$ cat src/rtl/cnt_seq_ctrl_if.sv
// rtl/cnt_seq_ctrl_if.sv - command handshake bundle for the counter sequencer
interface cnt_seq_ctrl_if #(
    parameter int WIDTH = 4,
    parameter int LEN_W = 8
);
    logic             cmd_valid;
    logic             cmd_ready;
    logic [WIDTH-1:0] cmd_load_val;
    logic             cmd_down;
    logic [LEN_W-1:0] cmd_steps;

    modport master (
        output cmd_valid,
        output cmd_load_val,
        output cmd_down,
        output cmd_steps,
        input  cmd_ready
    );

    modport slave (
        input  cmd_valid,
        input  cmd_load_val,
        input  cmd_down,
        input  cmd_steps,
        output cmd_ready
    );
endinterface

$ cat src/rtl/cnt_seq_ctrl.sv
// rtl/cnt_seq_ctrl.sv - sequences a free-running counter through load/run/done
// Optional rollover abort enabled by defining CNT_SEQ_ROLLOVER_ABORT_EN.
module cnt_seq_ctrl #(
    parameter int WIDTH = 4,
    parameter int LEN_W = 8
) (
    input  logic              clk,
    input  logic              rst,
    cnt_seq_ctrl_if.slave     cmd,
    input  logic [WIDTH-1:0]  cnt_count,
    input  logic              cnt_rollover,
    output logic              cnt_load_en,
    output logic [WIDTH-1:0]  cnt_load,
    output logic              cnt_down,
    output logic              busy,
    output logic              done,
    output logic              aborted
);

    typedef enum logic [1:0] {
        S_IDLE,
        S_LOAD,
        S_RUN,
        S_DONE
    } state_t;

    localparam logic [LEN_W-1:0] ONE_STEP = {{(LEN_W-1){1'b0}}, 1'b1};

    state_t           state_q, state_d;
    logic [WIDTH-1:0] val_q, val_d;
    logic             dir_q, dir_d;
    logic [LEN_W-1:0] rem_q, rem_d;
    logic             accept;
    logic             abort_hit;

    assign cmd.cmd_ready = (state_q == S_IDLE);
    assign accept        = cmd.cmd_valid && (state_q == S_IDLE);
    assign busy          = (state_q != S_IDLE);
    assign done          = (state_q == S_DONE);
    assign cnt_down      = (state_q != S_IDLE) && dir_q;

`ifdef CNT_SEQ_ROLLOVER_ABORT_EN
    logic aborted_q, aborted_d;

    assign abort_hit = (state_q == S_RUN) && cnt_rollover;
    assign aborted   = aborted_q;

    always_comb begin
        aborted_d = aborted_q;
        if (accept) begin
            aborted_d = 1'b0;
        end else if (abort_hit) begin
            aborted_d = 1'b1;
        end
    end

    always_ff @(posedge clk) begin
        if (rst) begin
            aborted_q <= 1'b0;
        end else begin
            aborted_q <= aborted_d;
        end
    end
`else
    logic unused_rollover;

    assign unused_rollover = cnt_rollover;
    assign abort_hit       = 1'b0;
    assign aborted         = 1'b0;
`endif

    // Outside RUN the counter is reloaded with its own value so it never drifts.
    always_comb begin
        state_d     = state_q;
        val_d       = val_q;
        dir_d       = dir_q;
        rem_d       = rem_q;
        cnt_load_en = 1'b1;
        cnt_load    = cnt_count;
        case (state_q)
            S_IDLE: begin
                if (accept) begin
                    val_d   = cmd.cmd_load_val;
                    dir_d   = cmd.cmd_down;
                    rem_d   = cmd.cmd_steps;
                    state_d = S_LOAD;
                end
            end
            S_LOAD: begin
                cnt_load = val_q;
                state_d  = (rem_q != '0) ? S_RUN : S_DONE;
            end
            S_RUN: begin
                cnt_load_en = 1'b0;
                rem_d       = rem_q - ONE_STEP;
                if (abort_hit) begin
                    cnt_load_en = 1'b1;
                    state_d     = S_DONE;
                end else if (rem_q == ONE_STEP) begin
                    state_d = S_DONE;
                end
            end
            S_DONE: begin
                state_d = S_IDLE;
            end
            default: begin
                state_d = S_IDLE;
            end
        endcase
    end

    always_ff @(posedge clk) begin
        if (rst) begin
            state_q <= S_IDLE;
            val_q   <= '0;
            dir_q   <= 1'b0;
            rem_q   <= '0;
        end else begin
            state_q <= state_d;
            val_q   <= val_d;
            dir_q   <= dir_d;
            rem_q   <= rem_d;
        end
    end

endmodule

$ cat src/flat_wrapper.sv
// flat-port wrapper written by rule: the top's interface ports become plain ports
module cnt_seq_ctrl_flat 
#(
    parameter int WIDTH = 4,
    parameter int LEN_W = 8
)
  (clk, rst, cnt_count, cnt_rollover, cnt_load_en, cnt_load, cnt_down, busy, done, aborted, cmd_cmd_valid, cmd_cmd_load_val, cmd_cmd_down, cmd_cmd_steps, cmd_cmd_ready);
  cnt_seq_ctrl_if #(.WIDTH(WIDTH), .LEN_W(LEN_W)) cmd_i ();
  input  logic clk;
  input  logic rst;
  input  logic [WIDTH-1:0] cnt_count;
  input  logic cnt_rollover;
  output logic cnt_load_en;
  output logic [WIDTH-1:0] cnt_load;
  output logic cnt_down;
  output logic busy;
  output logic done;
  output logic aborted;
  input wire logic [$bits(cmd_i.cmd_valid)-1:0] cmd_cmd_valid;
  input wire logic [$bits(cmd_i.cmd_load_val)-1:0] cmd_cmd_load_val;
  input wire logic [$bits(cmd_i.cmd_down)-1:0] cmd_cmd_down;
  input wire logic [$bits(cmd_i.cmd_steps)-1:0] cmd_cmd_steps;
  output wire logic [$bits(cmd_i.cmd_ready)-1:0] cmd_cmd_ready;
  assign cmd_i.cmd_valid = cmd_cmd_valid;
  assign cmd_i.cmd_load_val = cmd_cmd_load_val;
  assign cmd_i.cmd_down = cmd_cmd_down;
  assign cmd_i.cmd_steps = cmd_cmd_steps;
  assign cmd_cmd_ready = cmd_i.cmd_ready;
  cnt_seq_ctrl #(.WIDTH(WIDTH), .LEN_W(LEN_W)) u_core (.clk(clk), .rst(rst), .cmd(cmd_i), .cnt_count(cnt_count), .cnt_rollover(cnt_rollover), .cnt_load_en(cnt_load_en), .cnt_load(cnt_load), .cnt_down(cnt_down), .busy(busy), .done(done), .aborted(aborted));
endmodule
$ cat config.mk
export PLATFORM = sky130hd
export DESIGN_NAME = cnt_seq_ctrl_flat
export DESIGN_NICKNAME = d
export VERILOG_FILES = /design/src/rtl/cnt_seq_ctrl_if.sv /design/src/rtl/cnt_seq_ctrl.sv /design/src/flat_wrapper.sv
export SDC_FILE = /design/constraint.sdc
export NUM_CORES = 1
export LEC_CHECK = 0
export ABC_AREA = 1
export BUFFER_PORTS_ARGS = -buffer_cell sky130_fd_sc_hd__buf_2
export CAP_MARGIN = 20
export CELL_PAD_IN_SITES_DETAIL_PLACEMENT = 2
export CELL_PAD_IN_SITES_GLOBAL_PLACEMENT = 2
export CORE_MARGIN = 2
export CORE_UTILIZATION = 26
export CTS_CLUSTER_SIZE = 16
export DETAILED_ROUTE_END_ITERATION = 7
export GPL_TIMING_DRIVEN = 0
export PLACE_DENSITY_LB_ADDON = 0.2
export SLEW_MARGIN = 20
export SYNTH_ARGS = -nofsm -noshare
export SYNTH_HDL_FRONTEND = slang
export SYNTH_SLANG_ARGS = --single-unit
$ cat constraint.sdc
create_clock -name clk -period 1.9 [get_ports clk]
set_input_delay 0.38 -clock clk [delete_from_list [all_inputs] [get_ports clk]]
set_output_delay 0.38 -clock clk [all_outputs]
set_load 0.05 [all_outputs]
======== Yosys cells after proc, flatten, opt, wreduce, memory -nomap -nowiden ========
Index checks and enable logic that the tools add are counted.
storage, ports and cells
  output and inout bits ................... 10
  word-level logic and storage cells ...... 28
  bits in registers ....................... 15
operators by class
  eq/ne operators ......................... 6
  add/sub/neg operators ................... 1
  muxes and demuxes ....................... 8
  reductions and logical operators ........ 9
operators with widths
  cell                 number
  $pmux 8 s2           1
  $eq 8x1->1 const B   1
  $mux 8               1
  $pmux 2 s4           1
  $reduce_bool 8->1    1
  $sub 8x1->8 const B  1
  $reduce_and 2->1     3
  $eq 2x2->1 const B   2
  $mux 2               2
  $mux 4               1
  $ne 2x1->1 const B   2
  $reduce_bool 2->1    2
  $eq 2x1->1 const B   1
  $logic_and 1x1->1    2
  $logic_not 2->1      1
  $mux 1               2

======== Logic depth before layout (Yosys ltp) ========
  depth in word-level cells ............... 4
  mapped depth ............................ 9

======== Worst setup path before layout ========
OpenSTA, ideal clock, no wires.
  path kind ............................... register to output
  start point ............................. register u_core.state_q[0]
  end point ............................... output cnt_down
  slack ................................... -0.147 ns
  required time ........................... 1.520 ns
  arrival ................................. 1.667 ns
  cell stages (with the launch flop) ...... 4
  path through ............................ dfxtp_1 -> inv_1 -> ha_1 -> nor2_1
on the way
  word-level cells in the longest chain between the ends .. 2
ends and longest elaborated chain
  element                   RTL line             RTL
  start: declaration        cnt_seq_ctrl.sv:29   state_t state_q, state_d;
  start signal: assignment  cnt_seq_ctrl.sv:119  state_q <= state_d;
  $reduce_bool 2->1         cnt_seq_ctrl.sv:40   assign cnt_down = (state_q != S_IDLE) && dir_q;
  $logic_and 1x1->1         cnt_seq_ctrl.sv:40
  end: declaration          flat_wrapper.sv:15   output logic cnt_down;
Every way passes these cells.

======== Worst setup path after layout ========
  start point ............................. register u_core.state_q[1]
  end point ............................... output cnt_load[2]
on the way
  word-level cells in the longest chain between the ends .. 2
ends and longest elaborated chain
  element           RTL line            RTL
  $eq 2x1->1        cnt_seq_ctrl.sv:80  case (state_q)
  $mux 4            cnt_seq_ctrl.sv:80
  end: declaration  flat_wrapper.sv:14  output logic [WIDTH-1:0] cnt_load;
Every way passes these cells.

==> impl_results.md <==
* Clock Power Share at 0.120
* Synthesized area per cell at 6.76 µm²
* RSZ-0062 raised after global routing: false
* Final net count at 208
* Slew margin rel. at 0.657
* Number of global-route vias before repair at 1124
* Area growth syn-to-layout at 28.0%
* Hold path endpoint: u_core.val_q[2]
* DR WL/cell at 13.9 µm
* Worst R2R Start: u_core.state_q[0]
* Largest cells by area after synthesis: dfxtp_1, nor2_1, ha_1, nand2_1, inv_1
* Pint at 0.00105 W
* Sequential fraction of the synthesis area at 0.302
* Synth cell types at 27
* Top-count cell post-synth: nor2_1
* Syn Nets at 176
* Final setup viols at 0
* Starting DRC count in detailed routing at 13
* Post-Synthesis Cells at 147
* Die Footprint at 0.00433 mm²
* Final standard cell utilization of the core at 0.347
* DRC violations left at 0
* Fin. max-slew vios at 0
* Post-synth top cells: nor2_1, nand2_1, dfxtp_1
* Vias per cell at 4.78
* Clk buf depth at 2
* Hold path depth at 3
* #FFs+latches synth at 15
* Setup Skew at 4.89 ps
* Initial antenna violation count at 0
* I/O Pins at 31
* Die height at 65.8 µm
* Gpl congestion at 0.832
* Setup TNS at 0 ps
* Min-delay worst type: in -> reg
* Ys async rst share at 0
* Yosys top cell area share at 0.302
* Worst hold start: cmd_cmd_load_val[2]
* CP endpoint kind: output pin
* Max-Cap Viols at 0
* I/O Buffers at 27
* Status: finished, final reports clean
* R2R Setup Slk at 220 ps
* Yosys warning count at 0
* Top_reg_cell synth: dfxtp_1
* CTS tree: done
* Post-synth top area cell: dfxtp_1
* Net Sw Frac at 0.536
* Fmax at 0.551 GHz
* Hold-fix buffers, CTS at 0
* Final period util at 0.956
* Antenna cells at 0
* First-pass GRT wire length at 5390 µm
* Detailed Place HPWL at 2450 µm
* CTS Sinks at 15
* Period minus WS final at 1820 ps
* Clock transition at the registers of the reported paths at 70 ps
* Total congestion overflow at 0
* NetSw at 0.00121 W
* Final count of hold timing violations at 0
* Cell area after synthesis at 993 µm²
* Detail Route Antenna Nets at 0
* Die W at 65.8 µm
* Pwr Density at 1780 mW/mm²
* Core area at 0.00366 mm²
* Root Buffer: clkbuf_8
* Reg2Reg Depth at 8
* Layout cells sized above 1 at 0.292
* Vias at 1080
* Total wire length at 3140 µm
* Arr. time, crit path at 1440 ps
* Required @ worst endpoint at 1520 ps
* Sequential power share at 0.235
* Gr usage total at 0.165
* FF-to-FF End: u_core.rem_q[1]
* Number of synthesized flops with an enable pin at 0
* Setup CP Type: reg -> out
* Static Leak at 0.593 nW
* Rows at 22
* Maximum number of pins on one net before global-route repair at 11
* Worst Tran Pin Value at 514 ps
* Comb pwr share at 0.645
* Worst VDD drop at 0.000877 V
* Crit start category: flip-flop
* Initial Utilization at 0.271
* Max H-tree Level at 1
* Cts bufs inserted at 3
* Clk Latency, worst-skew pair at 260 ps
* Pre-antenna DRT Iters at 4
* Worst-path fanout max at 5
==> through the flow <==
stage | instances | hold WS (ps) | area, µm² | setup slack [ps] | power (W)
after global routing | 226 | 419 | 1270 | 9.70 | 0.00248
after CTS | 226 | 391 | 1260 | 2.59 | 0.00227
after detailed placement | 222 | 468 | 1190 | 7.91 | 0.00193
after floorplan | 147 | 431 | 996 | 31.3 | 0.00159
final | 226 | 386 | 1270 | 83.9 | 0.00226
after global placement | 222 | 441 | 1190 | 102 | 0.00187
==> logic make-up (layout without fill, tap and decap cells) <==
| family | Yosys count | after routing | share of synthesized area |
|---|---|---|---|
| compound gates | 28 | 28 | 0.165 |
| mux | 4 | 4 | 0.0453 |
| other cells | 1 | 1 | 0.00377 |
| fa+ha+maj | 8 | 8 | 0.101 |
| buf+inv | 21 | 52 | 0.0919 |
| xor+xnor | 1 | 1 | 0.00882 |
| flops | 15 | 15 | 0.302 |
| simple gates | 69 | 69 | 0.282 |
==> cell usage in the layout (no fill, tap or decap), types with 2 or more instances in the layout <==
master / instances
ha_1: 5
inv_1: 12
clkbuf_8: 3
o21ai_0: 8
nor2_2: 3
ha_4: 2
nand2_1: 25
buf_4: 3
dfxtp_2: 2
inv_2: 3
mux2_2: 4
nand3_1: 7
nor2_1: 32
o21ai_1: 6
a21oi_1: 8
dfxtp_1: 13
clkbuf_1: 2
buf_2: 26
==> per-layer routing <==
| layer | global-route usage | up-vias | share of wire |
|---|---|---|---|
| met3 | 0.0307 | 3 | 0.031 |
| li1 | - | 532 | - |
| met1 | 0.200 | 531 | 0.45 |
| met4 | 0.0547 | 0 | 0.0096 |
| met2 | 0.293 | 14 | 0.51 |
| met5 | 0 | - | 0 |
==> power groups by stage <==
stage | logic [W] | clock network, W | registers [W]
floorplan | 0.00110 | 0 | 0.000491
global placement | 0.00136 | 0 | 0.000510
detailed placement | 0.00141 | 0 | 0.000520
CTS | 0.00146 | 0.000286 | 0.000520
global route | 0.00164 | 0.000299 | 0.000549
finish | 0.00146 | 0.000271 | 0.000529
==> critical path: stages, from the launching register on <==
cell,delay [ps]
dfxtp_2,360
inv_2,100
ha_4,180
mux2_2,330
buf_2,210
==> flip-flops by register name, indices dropped and copies added, names as in the netlist <==
| register | cells |
|---|---|
| u_core.state_q | 2 |
| u_core.dir_q | 1 |
| u_core.val_q | 4 |
| u_core.rem_q | 8 |
==> what timing repair did <==
action | CTS | global route
gates resized for setup | 7 | 4
setup endpoints to repair | 6 | 12
setup buffers | 0 | 0
==> worst max path at each step <==
stage	depth (start not counted)	start	to	slack, ps
after global routing	4	u_core.state_q[1]	cnt_load[2]	10
final	4	u_core.state_q[1]	cnt_load[2]	80
after global placement	8	u_core.state_q[0]	u_core.rem_q[3]	100
after floorplan	3	u_core.state_q[0]	cnt_down	30
after detailed placement	8	u_core.state_q[0]	u_core.rem_q[1]	8
after CTS	4	u_core.state_q[0]	cnt_load_en	3
==> final cells by class <==
class,instances,area (µm²)
fillers,454,2390
clock buffers,4,45.0
inverters,17,66.3
repair buffers,27,140
multi-input cells,111,629
well taps,48,60.1
flip-flops and latches,15,303
plain buffers,4,27.5
Power figures use the tool's default switching activity.
